`config.mk`:
```
export PLATFORM = sky130hd
export DESIGN_NAME = chess_board_ctrl_flat
export DESIGN_NICKNAME = d
export VERILOG_FILES = /design/src/rtl/chess_board_ctrl_if.sv /design/src/rtl/chess_board_ctrl.sv /design/src/flat_wrapper.sv
export SDC_FILE = /design/constraint.sdc
export NUM_CORES = 1
export LEC_CHECK = 0
export BUFFER_PORTS_ARGS = -buffer_cell sky130_fd_sc_hd__buf_2
export CORE_ASPECT_RATIO = 1.4
export CORE_MARGIN = 8
export CORE_UTILIZATION = 40
export CTS_CLUSTER_DIAMETER = 100
export CTS_CLUSTER_SIZE = 10
export DETAILED_ROUTE_END_ITERATION = 6
export PLACE_DENSITY = 0.6
export SLEW_MARGIN = 30
export SYNTH_ARGS = -nofsm -noshare
export SYNTH_HDL_FRONTEND = slang
export SYNTH_SLANG_ARGS = --single-unit
```
`constraint.sdc`:
```
create_clock -name pclk -period 4.25 [get_ports pclk]
set_input_delay 0.2125 -clock pclk [delete_from_list [all_inputs] [get_ports pclk]]
set_output_delay 0.2125 -clock pclk [all_outputs]
set_load 0.05 [all_outputs]
```
`src/rtl/chess_board_ctrl_if.sv`:
```
// Button / display bundle for chess_board_ctrl.
//   master : button debouncers + frame timing side (drives pulses, reads status)
//   slave  : chess_board_ctrl (reads pulses, drives board image and status)
// Signals:
//   btn_up/down/left/right  one-cycle cursor move pulses
//   btn_sel, btn_cancel     one-cycle pick/place and drop pulses
//   new_game                one-cycle pulse, reload the initial position
//   frame_end               one-cycle pulse at end of visible frame
//   board_data              published 64 x 12-bit board image
//   turn, picked, game_over, winner, err, move_cnt   live status
interface chess_board_ctrl_if #(
   parameter int CNT_W = 10
);
   logic             btn_up;
   logic             btn_down;
   logic             btn_left;
   logic             btn_right;
   logic             btn_sel;
   logic             btn_cancel;
   logic             new_game;
   logic             frame_end;
   logic [767:0]     board_data;
   logic             turn;
   logic             picked;
   logic             game_over;
   logic             winner;
   logic             err;
   logic [CNT_W-1:0] move_cnt;

   modport master (
      output btn_up, btn_down, btn_left, btn_right, btn_sel, btn_cancel,
             new_game, frame_end,
      input  board_data, turn, picked, game_over, winner, err, move_cnt
   );

   modport slave (
      input  btn_up, btn_down, btn_left, btn_right, btn_sel, btn_cancel,
             new_game, frame_end,
      output board_data, turn, picked, game_over, winner, err, move_cnt
   );
endinterface

```
`src/rtl/chess_board_ctrl.sv`:
```
// Game-state controller for the board display datapath.
// Keeps the working board (piece per square), the cursor, the pick/place
// sequence and the game status; copies the rendered board into board_data
// only on frame_end so the display never sees a half-updated image.
// Ports:
//   pclk  pixel clock, sole clock
//   rstn  asynchronous active-low reset
//   bus   chess_board_ctrl_if.slave (button pulses in, board image/status out)
// Square word: [11:9] type, [8] camp (1 black), [7] occupied, [3] cursor,
// [2] picked source, other bits zero.
module chess_board_ctrl #(
   parameter int INIT_ROW = 6,
   parameter int INIT_COL = 4,
   parameter int CNT_W    = 10
) (
   input logic                pclk,
   input logic                rstn,
   chess_board_ctrl_if.slave  bus
);

   typedef enum logic [1:0] {
      ST_PICK,
      ST_PLACE,
      ST_MOVE,
      ST_OVER
   } state_t;

   // Piece field stored per square: {type[2:0], camp, occupied} = word bits 11..7.
   function automatic logic [4:0] init_piece(input int sq);
      logic [2:0] back;
      logic [4:0] res;
      case (sq % 8)
         0, 7:    back = 3'b101;
         1, 6:    back = 3'b100;
         2, 5:    back = 3'b011;
         3:       back = 3'b010;
         default: back = 3'b001;
      endcase
      case (sq / 8)
         0:       res = {back,   1'b1, 1'b1};
         1:       res = {3'b110, 1'b1, 1'b1};
         6:       res = {3'b110, 1'b0, 1'b1};
         7:       res = {back,   1'b0, 1'b1};
         default: res = 5'b00000;
      endcase
      return res;
   endfunction

   function automatic logic [11:0] init_word(input int sq);
      return {init_piece(sq), 3'b000, (sq == INIT_ROW * 8 + INIT_COL), 3'b000};
   endfunction

   state_t           state_reg, state_next;
   logic [2:0]       row_reg, row_next;
   logic [2:0]       col_reg, col_next;
   logic [5:0]       src_reg, src_next;
   logic [5:0]       dst_reg, dst_next;
   logic             turn_reg, turn_next;
   logic             picked_reg, picked_next;
   logic             over_reg, over_next;
   logic             winner_reg, winner_next;
   logic             err_reg, err_next;
   logic [CNT_W-1:0] cnt_reg, cnt_next;
   logic             do_move;

   logic [4:0]       piece_bus [64];
   logic [767:0]     board_flat;
   logic [5:0]       cur_sq;
   logic [4:0]       cur_piece;
   logic [4:0]       src_piece;
   logic [4:0]       dst_piece;
   logic             own_cur;

   // Single action per cycle; the priority chain drops lower pulses.
   logic act_new, act_cancel, act_sel, act_up, act_down, act_left, act_right;
   logic no_hi;

   assign act_new    = bus.new_game;
   assign act_cancel = !bus.new_game && bus.btn_cancel;
   assign no_hi      = !bus.new_game && !bus.btn_cancel;
   assign act_sel    = no_hi && bus.btn_sel;
   assign act_up     = no_hi && !bus.btn_sel && bus.btn_up;
   assign act_down   = no_hi && !bus.btn_sel && !bus.btn_up && bus.btn_down;
   assign act_left   = no_hi && !bus.btn_sel && !bus.btn_up && !bus.btn_down
                       && bus.btn_left;
   assign act_right  = no_hi && !bus.btn_sel && !bus.btn_up && !bus.btn_down
                       && !bus.btn_left && bus.btn_right;

   assign cur_sq    = {row_reg, col_reg};
   assign cur_piece = piece_bus[cur_sq];
   assign src_piece = piece_bus[src_reg];
   assign dst_piece = piece_bus[dst_reg];
   assign own_cur   = cur_piece[0] && (cur_piece[1] == turn_reg);

   // Cursor clamps at the edges and moves in every state.
   always_comb begin
      row_next = row_reg;
      col_next = col_reg;
      if (act_new) begin
         row_next = 3'(INIT_ROW);
         col_next = 3'(INIT_COL);
      end else if (act_up && row_reg != 3'd0) begin
         row_next = row_reg - 3'd1;
      end else if (act_down && row_reg != 3'd7) begin
         row_next = row_reg + 3'd1;
      end else if (act_left && col_reg != 3'd0) begin
         col_next = col_reg - 3'd1;
      end else if (act_right && col_reg != 3'd7) begin
         col_next = col_reg + 3'd1;
      end
   end

   always_comb begin
      state_next  = state_reg;
      src_next    = src_reg;
      dst_next    = dst_reg;
      turn_next   = turn_reg;
      picked_next = picked_reg;
      over_next   = over_reg;
      winner_next = winner_reg;
      err_next    = 1'b0;
      cnt_next    = cnt_reg;
      do_move     = 1'b0;
      case (state_reg)
         ST_PICK: begin
            if (act_sel) begin
               if (own_cur) begin
                  src_next    = cur_sq;
                  picked_next = 1'b1;
                  state_next  = ST_PLACE;
               end else begin
                  err_next = 1'b1;
               end
            end
         end
         ST_PLACE: begin
            if (act_cancel || (act_sel && cur_sq == src_reg)) begin
               picked_next = 1'b0;
               state_next  = ST_PICK;
            end else if (act_sel && own_cur) begin
               src_next = cur_sq;
            end else if (act_sel) begin
               dst_next   = cur_sq;
               state_next = ST_MOVE;
            end
         end
         ST_MOVE: begin
            // Select/cancel pulses arriving while the move commits are ignored.
            do_move     = 1'b1;
            picked_next = 1'b0;
            if (cnt_reg != {CNT_W{1'b1}}) begin
               cnt_next = cnt_reg + 1'b1;
            end
            if (dst_piece[4:2] == 3'b001) begin
               over_next   = 1'b1;
               winner_next = turn_reg;
               state_next  = ST_OVER;
            end else begin
               turn_next  = !turn_reg;
               state_next = ST_PICK;
            end
         end
         default: begin
            if (act_sel) begin
               err_next = 1'b1;
            end
         end
      endcase
      if (act_new) begin
         state_next  = ST_PICK;
         turn_next   = 1'b0;
         picked_next = 1'b0;
         over_next   = 1'b0;
         winner_next = 1'b0;
         err_next    = 1'b0;
         cnt_next    = '0;
         do_move     = 1'b0;
      end
   end

   always_ff @(posedge pclk or negedge rstn) begin
      if (!rstn) begin
         state_reg  <= ST_PICK;
         row_reg    <= 3'(INIT_ROW);
         col_reg    <= 3'(INIT_COL);
         src_reg    <= '0;
         dst_reg    <= '0;
         turn_reg   <= 1'b0;
         picked_reg <= 1'b0;
         over_reg   <= 1'b0;
         winner_reg <= 1'b0;
         err_reg    <= 1'b0;
         cnt_reg    <= '0;
      end else begin
         state_reg  <= state_next;
         row_reg    <= row_next;
         col_reg    <= col_next;
         src_reg    <= src_next;
         dst_reg    <= dst_next;
         turn_reg   <= turn_next;
         picked_reg <= picked_next;
         over_reg   <= over_next;
         winner_reg <= winner_next;
         err_reg    <= err_next;
         cnt_reg    <= cnt_next;
      end
   end

   // Per-square working piece and published word. The published word takes
   // the pre-edge live word, so a change in a frame_end cycle shows next frame.
   genvar gi;
   generate
      for (gi = 0; gi < 64; gi++) begin : g_sq
         logic [4:0]  piece_reg;
         logic [11:0] pub_reg;
         logic [11:0] live_word;

         always_ff @(posedge pclk or negedge rstn) begin
            if (!rstn) begin
               piece_reg <= init_piece(gi);
            end else if (act_new) begin
               piece_reg <= init_piece(gi);
            end else if (do_move && dst_reg == 6'(gi)) begin
               piece_reg <= src_piece;
            end else if (do_move && src_reg == 6'(gi)) begin
               piece_reg <= 5'b00000;
            end
         end

         assign live_word = {piece_reg, 3'b000, (cur_sq == 6'(gi)),
                             (picked_reg && src_reg == 6'(gi)), 2'b00};

         always_ff @(posedge pclk or negedge rstn) begin
            if (!rstn) begin
               pub_reg <= init_word(gi);
            end else if (bus.frame_end) begin
               pub_reg <= live_word;
            end
         end

         assign piece_bus[gi]            = piece_reg;
         assign board_flat[12*gi +: 12] = pub_reg;
      end
   endgenerate

   assign bus.board_data = board_flat;
   assign bus.turn       = turn_reg;
   assign bus.picked     = picked_reg;
   assign bus.game_over  = over_reg;
   assign bus.winner     = winner_reg;
   assign bus.err        = err_reg;
   assign bus.move_cnt   = cnt_reg;

endmodule

```
`src/flat_wrapper.sv`:
```
// flat-port wrapper written by rule: the top's interface ports become plain ports
module chess_board_ctrl_flat 
#(
   parameter int INIT_ROW = 6,
   parameter int INIT_COL = 4,
   parameter int CNT_W    = 10
)
  (pclk, rstn, bus_btn_up, bus_btn_down, bus_btn_left, bus_btn_right, bus_btn_sel, bus_btn_cancel, bus_new_game, bus_frame_end, bus_board_data, bus_turn, bus_picked, bus_game_over, bus_winner, bus_err, bus_move_cnt);
  chess_board_ctrl_if #(.CNT_W(CNT_W)) bus_i ();
  input logic pclk;
  input logic rstn;
  input wire logic [$bits(bus_i.btn_up)-1:0] bus_btn_up;
  input wire logic [$bits(bus_i.btn_down)-1:0] bus_btn_down;
  input wire logic [$bits(bus_i.btn_left)-1:0] bus_btn_left;
  input wire logic [$bits(bus_i.btn_right)-1:0] bus_btn_right;
  input wire logic [$bits(bus_i.btn_sel)-1:0] bus_btn_sel;
  input wire logic [$bits(bus_i.btn_cancel)-1:0] bus_btn_cancel;
  input wire logic [$bits(bus_i.new_game)-1:0] bus_new_game;
  input wire logic [$bits(bus_i.frame_end)-1:0] bus_frame_end;
  output wire logic [$bits(bus_i.board_data)-1:0] bus_board_data;
  output wire logic [$bits(bus_i.turn)-1:0] bus_turn;
  output wire logic [$bits(bus_i.picked)-1:0] bus_picked;
  output wire logic [$bits(bus_i.game_over)-1:0] bus_game_over;
  output wire logic [$bits(bus_i.winner)-1:0] bus_winner;
  output wire logic [$bits(bus_i.err)-1:0] bus_err;
  output wire logic [$bits(bus_i.move_cnt)-1:0] bus_move_cnt;
  assign bus_i.btn_up = bus_btn_up;
  assign bus_i.btn_down = bus_btn_down;
  assign bus_i.btn_left = bus_btn_left;
  assign bus_i.btn_right = bus_btn_right;
  assign bus_i.btn_sel = bus_btn_sel;
  assign bus_i.btn_cancel = bus_btn_cancel;
  assign bus_i.new_game = bus_new_game;
  assign bus_i.frame_end = bus_frame_end;
  assign bus_board_data = bus_i.board_data;
  assign bus_turn = bus_i.turn;
  assign bus_picked = bus_i.picked;
  assign bus_game_over = bus_i.game_over;
  assign bus_winner = bus_i.winner;
  assign bus_err = bus_i.err;
  assign bus_move_cnt = bus_i.move_cnt;
  chess_board_ctrl #(.INIT_ROW(INIT_ROW), .INIT_COL(INIT_COL), .CNT_W(CNT_W)) u_core (.pclk(pclk), .rstn(rstn), .bus(bus_i));
endmodule
```
# Yosys cells after proc, flatten, opt, wreduce, memory -nomap -nowiden
# Cells that the tools add are included.
# totals
regBits	803
inputBits	10
out_inout_bits	783
# classes
add_sub_neg	5
order_cmp	3
n_eq_ne	209
muxes	246
bitwise	5
reduce_logical	304
# op_table
op	count
5-bit two-way mux	196
6-bit equality test, second input constant	96
6-bit by 5-bit equality test with 1-bit output, second input constant	48
1-bit logical AND	210
3-bit nonzero test	68
6-bit by 4-bit equality test with 1-bit output, second input constant	24
5-bit binary-select mux with 6-bit select	3
6-bit by 3-bit equality test with 1-bit output, second input constant	12
6-bit by 2-bit equality test with 1-bit output, second input constant	6
10-bit two-way mux	3
3-bit two-way mux	8
6-bit two-way mux	4
7-bit >= comparator, second input constant	3
6-bit NOT with 7-bit output	3
1-bit two-way mux	19
6-bit by 1-bit equality test with 1-bit output, second input constant	3
6-bit logical NOT	3
2-bit two-way mux	9
6-bit case mux with 2 select lines	1
10-bit by 1-bit adder with 10-bit output, second input constant	1
10-bit inequality test, second input constant	1
5-bit AND reduction	2
3-bit by 2-bit inequality test with 1-bit output, second input constant	3
2-bit inequality test, second input constant	4
other kinds (24)	42

# Logic depth before layout (Yosys ltp)
# Gate-level depths: netlist of the first run.
# logic_depth
ltp_word	13
mapped_depth	12
depth_no_buf	9

# Worst setup path after synthesis of the first run
# No wires, ideal clock.
# synth_path
path_type	register -> register
from	register u_core.src_reg[1]
to	register u_core.g_sq[26].piece_reg[3]
setup_time_ps	121
t_arrival_ps	2941
t_required_ps	4129
slack_ps	1188
stages_incl_launch_ff	10
path_buffers	5
cell_sequence	dfrtp_1 > clkbuf_1 > clkbuf_1 > clkbuf_1 > mux4_2 > mux4_2 > mux4_2 > buf_2 > buf_2 > a22o_1
# synth_via
elab_chain_cells	6
word_cells_on_any_way	9
cone_classes	eq/ne: 1; mux: 5; bitwise: 1; reduce/logical: 2
# synth_rtl
item	line_no	text
from (decl)	chess_board_ctrl.sv:56	logic [5:0] src_reg, src_next;
from (signal assigned)	chess_board_ctrl.sv:198	src_reg <= src_next;
6-bit NOT with 7-bit output (not written as such)	chess_board_ctrl.sv:91	assign src_piece = piece_bus[src_reg];
5-bit binary-select mux with 6-bit select	chess_board_ctrl.sv:91	
5-bit two-way mux (not written as such) (2 in a row)	chess_board_ctrl.sv:91	
5-bit two-way mux	chess_board_ctrl.sv:223	end else if (do_move && dst_reg == 6'(gi)) begin
5-bit two-way mux	chess_board_ctrl.sv:221	end else if (act_new) begin
to (signal assigned)	chess_board_ctrl.sv:220	piece_reg <= init_piece(gi);
to (signal assigned)	chess_board_ctrl.sv:222	piece_reg <= init_piece(gi);
to (signal assigned)	chess_board_ctrl.sv:224	piece_reg <= src_piece;
to (decl)	chess_board_ctrl.sv:214	logic [4:0] piece_reg;
# Several ways; a longest one is shown, not always the timed one. The select of a mux whose other input is x is not followed.
# A chain may end at the register's enable or synchronous reset.

# Worst setup path in the final report of the first run
# layout_path
from	register u_core.dst_reg[1]
to	register u_core.state_reg[1]
# layout_via
elab_chain_cells	8
# layout_rtl
item	line_no	text
from (decl)	chess_board_ctrl.sv:57	logic [5:0] dst_reg, dst_next;
from (signal assigned)	chess_board_ctrl.sv:199	dst_reg <= dst_next;
6-bit NOT with 7-bit output (not written as such)	chess_board_ctrl.sv:92	assign dst_piece = piece_bus[dst_reg];
5-bit binary-select mux with 6-bit select	chess_board_ctrl.sv:92	
5-bit two-way mux (not written as such) (2 in a row)	chess_board_ctrl.sv:92	
3-bit by 1-bit equality test with 1-bit output	chess_board_ctrl.sv:154	if (dst_piece[4:2] == 3'b001) begin
2-bit two-way mux	chess_board_ctrl.sv:154	
2-bit case mux with 3 select lines	chess_board_ctrl.sv:124	case (state_reg)
2-bit two-way mux	chess_board_ctrl.sv:169	if (act_new) begin
to (signal assigned)	chess_board_ctrl.sv:195	state_reg <= state_next;
to (decl)	chess_board_ctrl.sv:53	state_t state_reg, state_next;
# No other way between the ends. The select of a mux whose other input is x is not followed.

==> results of run 1 <==
==> how the worst max path moves through the flow <==
stage | slack, ns | cells past startpoint | startpoint | to
final | 0.16 | 10 | u_core.dst_reg[1] | u_core.state_reg[1]
after floorplan | 1.19 | 9 | u_core.src_reg[1] | u_core.g_sq[26].piece_reg[3]
after global placement | 0.53 | 9 | u_core.col_reg[0] | u_core.src_reg[2]
after global routing | 0.25 | 10 | u_core.dst_reg[1] | u_core.state_reg[0]
after CTS | 0.49 | 9 | u_core.col_reg[0] | u_core.src_reg[3]
after detailed placement | 0.47 | 9 | u_core.col_reg[0] | u_core.src_reg[3]
==> per-stage QoR <==
step	power, W	cell area, µm²	setup slack, ns	std cells
2_1_floorplan	0.0107	40000	1.19	3550
3_3_place_gp	0.0120	41700	0.532	4893
3_5_place_dp	0.0120	41700	0.467	4893
4_1_cts	0.0193	44400	0.491	5044
5_1_grt	0.0197	44400	0.246	5049
6_report	0.0192	44400	0.161	5050
==> cell families after synthesis <==
| kind of cell | synth area share, % |
|---|---|
| other | 0.00965 |
| multiplexers | 18.7 |
| AND/OR/NAND/NOR | 8.17 |
| flip-flops | 52.4 |
| AO/OA/AOI/OAI | 10.2 |
| buffers and inverters | 9.85 |
| XOR/XNOR | 0.338 |
| adder cells (fa/ha/maj) | 0.264 |
==> power groups by stage <==
stage | clock [W] | combinational, W | sequential [W]
2_1_floorplan | 0 | 0.00267 | 0.00806
3_3_place_gp | 0 | 0.00377 | 0.00821
3_5_place_dp | 0 | 0.00378 | 0.00821
4_1_cts | 0.00738 | 0.00380 | 0.00809
5_1_grt | 0.00764 | 0.00398 | 0.00810
6_report | 0.00724 | 0.00386 | 0.00810
==> placed cells by master, fill, tap and decap left out, drive strengths merged, types with 9 or more instances in the layout <==
cell type / n
o21ai: 57
a22oi: 21
nor3: 46
mux2i: 23
and3: 20
inv: 139
nor3b: 10
clkbuf: 142
nand2b: 11
nor2b: 19
nand2: 206
nor2: 139
nand4: 22
a211oi: 37
o31ai: 10
dfrtp: 591
xnor2: 9
a22o: 204
o22ai: 132
mux4: 147
dfstp: 212
nand3: 190
conb: 320
mux2: 332
a21oi: 30
buf: 575
a31oi: 34
==> tightest hold or removal path, cell delays in order <==
cell,delay (ns)
buf_2,0.12
nand3_1,0.06
o31ai_1,0.10
mux2i_1,0.13
nand2_1,0.06
==> layer usage <==
layer | global-route usage [%] | share of wire [%]
met4 | 17.7 | 7.4
met2 | 45.8 | 49
met1 | 31.4 | 35
met5 | 0 | 0.017
met3 | 6.12 | 8.8
==> final cells by class <==
type / count / area, µm²
well taps: 1301 / 1630
clock inverters: 2 / 17.5
inverters: 138 / 518
diodes: 4 / 10.0
multi-input cells: 2078 / 15900
fillers: 9102 / 52200
clock buffers: 142 / 2550
flip-flops and latches: 803 / 20400
repair buffers: 582 / 3450
==> repair_timing <==
item | in CTS | in global routing
endpoints found under the hold margin | 61 | 0
buffers inserted | 0 | 0
setup endpoints to repair | 0 | 0
hold buffers | 7 | 0
==> impl_metrics.py, run 1 <==
metrics = {
    "global_routing": {
        "grt_pass1_wl_um": 216000,
        "antenna_found_initial": 8,
        "grt_pass1_vias": 28973,
        "grt_overflow": 0,
        "grtUsageTotal_pct": 27.3,
        "grt_max_degree": 122,
    },
    "finish": {
        "syn2layout_area_growth_pct": 14.4,
        "final_util_pct": 46.0,
        "nets": 3710,
        "drive_gt1_share_pct": 36.9,
        "largest_reg_flops": 448,
    },
    "logic_synthesis": {
        "yosys_register_bits": 803,
        "yosys.area.top_type": "dfrtp_1",
        "synth_seq_area_share_pct": 52.4,
        "synth_area_um2": 38900,
        "syn_avg_cell_area_um2": 12.0,
        "ys_top_cells_by_count": "dfrtp_1 (591), mux2_2 (332), buf_4 (328)",
        "synthDistinctLibCells": 59,
        "async_flop_share_pct": 100,
        "ys.flop_type": "dfrtp_1",
        "synthMostInstantiatedCell": "dfrtp_1",
        "syn_inst": 3231,
        "yosys-top-cells-area": "dfrtp_1 (38%), dfstp_2 (14%), mux2_2 (9.6%)",
        "synth_edf_count": 0,
        "yosysWarnings": 0,
        "synth_top_cell_area_share_pct": 38.1,
    },
    "sta": {
        "fin_crit_ns": 4.09,
        "setup_viol": 0,
        "relSlewSlack_pct": 26.2,
        "setup_tns_ns": 0,
        "drv_slew": 0,
        "skew_ns": 0.0249,
        "fin_crit_sh_pct": 96.2,
        "whs_ns": 0.0540,
        "fmax_ghz": 0.245,
        "hold_viol_final": 0,
        "worst_slew_pin_slew_ns": 1.10,
        "rsz0062_at_grt": "false",
    },
    "clock_network": {
        "cts_buffers": 90,
        "clk_path_buf_depth": 3,
        "clockRootBuffer": "clkbuf_16",
        "clk_pin_slew_ns": 0.06,
        "numClockSinks": 803,
        "cts_tree": "done",
        "cts_resized": 0,
        "clk_latency_ns": 0.68,
        "h-tree-depth": 3,
    },
    "detailed_routing": {
        "ant_nets": 0,
        "via_per_inst": 5.75,
        "drc": 0,
        "vias": 29050,
        "wire_per_inst_um": 30.1,
        "wl_um": 152000,
        "dr.first_iter.drc_count": 2596,
        "drtPass1Iterations": 5,
    },
    "power": {
        "leakagePower_nw": 20.3,
        "p_sw_w": 0.00651,
        "power.combinational.fraction_pct": 20.1,
        "seqPwrFrac_pct": 42.2,
        "switching_share_pct": 33.9,
        "p_clk_share_pct": 37.7,
        "p_int_w": 0.0127,
        "p_per_area_nw_per_um2": 432,
        "ir_worst_vdd_mv": 0.313,
    },
    "worst_setup_path": {
        "critPathKind": "reg2reg",
        "rrSetupSlack_ns": 0.16,
        "crit_arrival_ns": 4.63,
        "critical_path_buf_inv_count": 1,
        "r2r-end": "u_core.state_reg[1]",
        "r2r_cells": 10,
        "worstSetupStartpointType": "flip-flop",
        "cpPeakStageDelay_ns": 0.85,
        "end_kind": "flip-flop",
        "critPathMaxFanout": 24,
        "path_cells": "nor2b_1, buf_4, o31ai_1, a41oi_1, o21ai_0, a31oi_1, nor4_1, and2_1, o211ai_1, mux2i_1",
        "crit_family": "simple AND/OR/NAND/NOR gates",
        "r2r_start": "u_core.dst_reg[1]",
        "cp_slowest_cell": "nor2b_1",
        "cp.required_ns": 4.80,
    },
    "hold_path": {
        "hp-start": "bus_btn_sel",
        "whs_path_depth": 5,
        "hp-class": "in2reg",
        "min_to": "u_core.bus.picked",
    },
    "placed_design": {
        "dp_hpwl_um": 112000,
        "gp_congestion": 0.972,
        "port_buffers": 472,
    },
    "run_status": {
        "status": "completed",
    },
    "run": {
        "cap_violations": 0,
    },
    "floorplan": {
        "ios": 793,
        "rows": 135,
        "start_util_pct": 40.2,
        "die_w_um": 279,
        "core_um2": 96600,
        "dieArea_um2": 108000,
        "dieHeight_um": 385,
    },
}
(Power assumes the default switching activity.)
==> run 2: changes to the inputs <==
Settings changed: ABC_AREA set to 1.
==> run 2 against run 1 <==
Net effect: the flow now finishes with violations (design-rule violations); area after synthesis increased by 1.8%; flip-flop and latch count unchanged; sequential share of layout area down 1.2 points; die area is 1.7% higher; core utilization grew 0.43 points; combinational power rose by 44%; clock power increased by 2.8%; critical path depth up 2; clock-buffer cell count increased by 11; wire length grew 12%; first-iteration DRC count increased by 54%; power is 12% higher; critical path type unchanged; critical endpoint is now u_core.g_sq[38].piece_reg[0]; largest cell class unchanged; largest power group unchanged.
==> impl_metrics.py, run 2 <==
metrics = {
    "sta": {
        "setup_tns_ns": 0,
        "worst_slew_pin_slew_ns": 1.06,
        "rsz0062_at_grt": "false",
        "setup_viol": 0,
        "relSlewSlack_pct": 28.9,
        "fin_crit_sh_pct": 97.5,
        "skew_ns": 0.0433,
        "fin_crit_ns": 4.14,
        "fmax_ghz": 0.241,
        "hold_viol_final": 0,
        "drv_slew": 0,
    },
    "detailed_routing": {
        "vias": 34586,
        "via_per_inst": 5.50,
        "wire_per_inst_um": 27.2,
        "ant_nets": 0,
        "drc": 15,
        "drtPass1Iterations": 7,
        "dr.first_iter.drc_count": 3985,
        "wl_um": 171000,
    },
    "logic_synthesis": {
        "yosysWarnings": 0,
        "synthMostInstantiatedCell": "nand2_1",
        "async_flop_share_pct": 100,
        "ys.flop_type": "dfrtp_1",
        "syn_avg_cell_area_um2": 8.96,
        "yosys_register_bits": 803,
        "syn_inst": 4414,
        "yosys.area.top_type": "dfrtp_1",
        "ys_top_cells_by_count": "nand2_1 (1519), dfrtp_1 (591), buf_4 (324)",
        "yosys-top-cells-area": "dfrtp_1 (37%), nand2_1 (14%), dfstp_2 (14%)",
        "synthDistinctLibCells": 45,
        "synth_area_um2": 39600,
        "synth_top_cell_area_share_pct": 37.4,
        "synth_seq_area_share_pct": 51.5,
        "synth_edf_count": 0,
    },
    "worst_setup_path": {
        "critPathMaxFanout": 33,
        "critPathKind": "reg2reg",
        "cp.required_ns": 4.81,
        "path_cells": "nand2_2, inv_2, buf_12, a22oi_1, a21oi_1, nor4_1, nor2_1, a21oi_1, nand2_2, buf_12, nand2_1, nand2_1",
        "crit_family": "simple AND/OR/NAND/NOR gates",
        "cp_slowest_cell": "dfrtp_1",
        "critical_path_buf_inv_count": 3,
        "end_kind": "flip-flop",
        "cpPeakStageDelay_ns": 0.50,
        "worstSetupStartpointType": "flip-flop",
        "crit_arrival_ns": 4.70,
    },
    "global_routing": {
        "grt_max_degree": 160,
        "gr-usage-met1_pct": 34.2,
        "grt_pass1_vias": 33440,
        "use_met3_pct": 6.90,
        "top_usage_layer": "met2",
        "grt_overflow": 0,
        "grt_pass1_wl_um": 242000,
        "grtUsageTotal_pct": 30.1,
        "grt_use_met2_pct": 50.2,
        "antenna_found_initial": 4,
    },
    "clock_network": {
        "clk_latency_ns": 0.71,
        "clk_path_buf_depth": 3,
        "cts_buffers": 91,
        "h-tree-depth": 3,
        "clockRootBuffer": "clkbuf_16",
        "cts_resized": 0,
        "cts_tree": "done",
        "numClockSinks": 803,
        "clk_pin_slew_ns": 0.06,
    },
    "floorplan": {
        "start_util_pct": 40.3,
        "core_um2": 98200,
        "dieHeight_um": 388,
        "dieArea_um2": 109000,
        "rows": 136,
        "die_w_um": 282,
        "ios": 793,
    },
    "finish": {
        "largest_reg_flops": 448,
        "drive_gt1_share_pct": 25.5,
        "fill_cells": 9467,
        "layout_commonest_cell": "nand2_1",
        "layout_common_cells": "nand2_1 (1516), dfrtp_1 (590), buf_2 (469)",
        "final_util_pct": 46.4,
        "syn2layout_area_growth_pct": 15.2,
        "nets": 4926,
    },
    "run": {
        "cap_violations": 0,
    },
    "run_status": {
        "violations": "design-rule violations",
        "status": "finished with violations",
    },
    "placed_design": {
        "gp_congestion": 1.00,
        "dp_hpwl_um": 124000,
        "port_buffers": 472,
    },
    "power": {
        "leakagePower_nw": 22.9,
        "ir_worst_vdd_mv": 0.333,
        "p_per_area_nw_per_um2": 470,
    },
    "hold_path": {
        "hp-class": "in2reg",
    },
}
-- run 2: changes by cell type after synthesis, moves of 63 or more --
| cell | before | now |
|---|---|---|
| o22ai_1 | 132 | 69 |
| nand3_1 | 190 | 52 |
| a22o_1 | 204 | 1 |
| o32ai_1 | 1 | 64 |
| mux4_2 | 147 | 0 |
| a21oi_1 | 30 | 212 |
| nor2_1 | 139 | 219 |
| inv_1 | 136 | 231 |
| nand2_1 | 206 | 1519 |
| a22oi_1 | 21 | 146 |
-- run 2: cell type report --
class | instances | area [µm²] | share of cell area [%]
Antenna cell | 2 | 5.00 | 0.0110
Clock buffer | 153 | 2550 | 5.60
Clock inverter | 8 | 130 | 0.286
Inverter | 241 | 905 | 1.98
Multi-Input combinational cell | 3135 | 16100 | 35.3
Sequential cell | 803 | 20400 | 44.7
Tap cell | 1311 | 1640 | 3.60
Timing Repair Buffer | 637 | 3880 | 8.51
-- run 2: final timing paths --
check,startpoint,end,slack [ns],cells after the start
max,u_core.src_reg[1],u_core.g_sq[38].piece_reg[0],0.11,12
min,bus_frame_end,u_core.g_sq[54].pub_reg[11],0.05,3
max reg2reg,u_core.src_reg[1],u_core.g_sq[38].piece_reg[0],0.11,12
min reg2reg,u_core.g_sq[52].pub_reg[3],u_core.g_sq[52].pub_reg[3],0.49,2
max in group asynchronous,rstn,u_core.g_sq[17].pub_reg[9],2.90,3
min in group asynchronous,rstn,u_core.g_sq[37].piece_reg[0],0.06,2
-- run 2: worst register-to-register path, stage by stage (launching register included) --
cell and delay [ns]:
dfrtp_1 0.50, nand2_2 0.43, inv_2 0.50, buf_12 0.34, a22oi_1 0.22, a21oi_1 0.10
nor4_1 0.46, nor2_1 0.12, a21oi_1 0.42, nand2_2 0.42, buf_12 0.30, nand2_1 0.12
nand2_1 0.06
-- run 2: kinds of logic after synthesis --
| group | after synthesis | synth area share (%) |
|---|---|---|
| other | 1 | 0.00948 |
| DFF | 803 | 51.5 |
| AOI/OAI and AO/OA | 629 | 10.3 |
| and+or+nand+nor | 1877 | 18.4 |
| muxes | 295 | 8.40 |
| xor gates and xnor gates | 7 | 0.155 |
| buffers and inverters | 795 | 11.0 |
| adders and majority gates | 7 | 0.259 |
-- run 2: routing by layer --
metal	up-vias	wire length, µm	share of wire (%)
li1	14932	-	-
met5	-	9	0.0053
met3	584	16400	9.6
met2	2210	81400	48
met1	16858	59400	35
met4	2	13600	8.0
-- run 2: report_power, final --
part,total [W],internal (W),switching [W]
Combinational,0.00556,0.00104,0.00452
Clock,0.00744,0.00420,0.00325
Sequential,0.00844,0.00806,0.000371
Total,0.0214,0.0133,0.00814
-- run 2: through the flow --
step	hold slack, ns	instances	instance area [µm²]	total power (W)	worst slack (ns)
final	0.0464	6290	45600	0.0214	0.106
after global routing	0.0669	6288	45600	0.0220	0.0903
after CTS	0.0102	6288	45600	0.0214	0.402
after detailed placement	0.188	6121	42800	0.0140	0.465
after global placement	0.189	6121	42800	0.0139	0.506
after floorplan	-0.0831	4733	40800	0.0119	2.03
-- run 2: repair_timing --
item | 4_1_cts | 5_1_grt
hold buffers | 6 | 0
buffers inserted | 0 | 0
endpoints found under the hold margin | 133 | 0
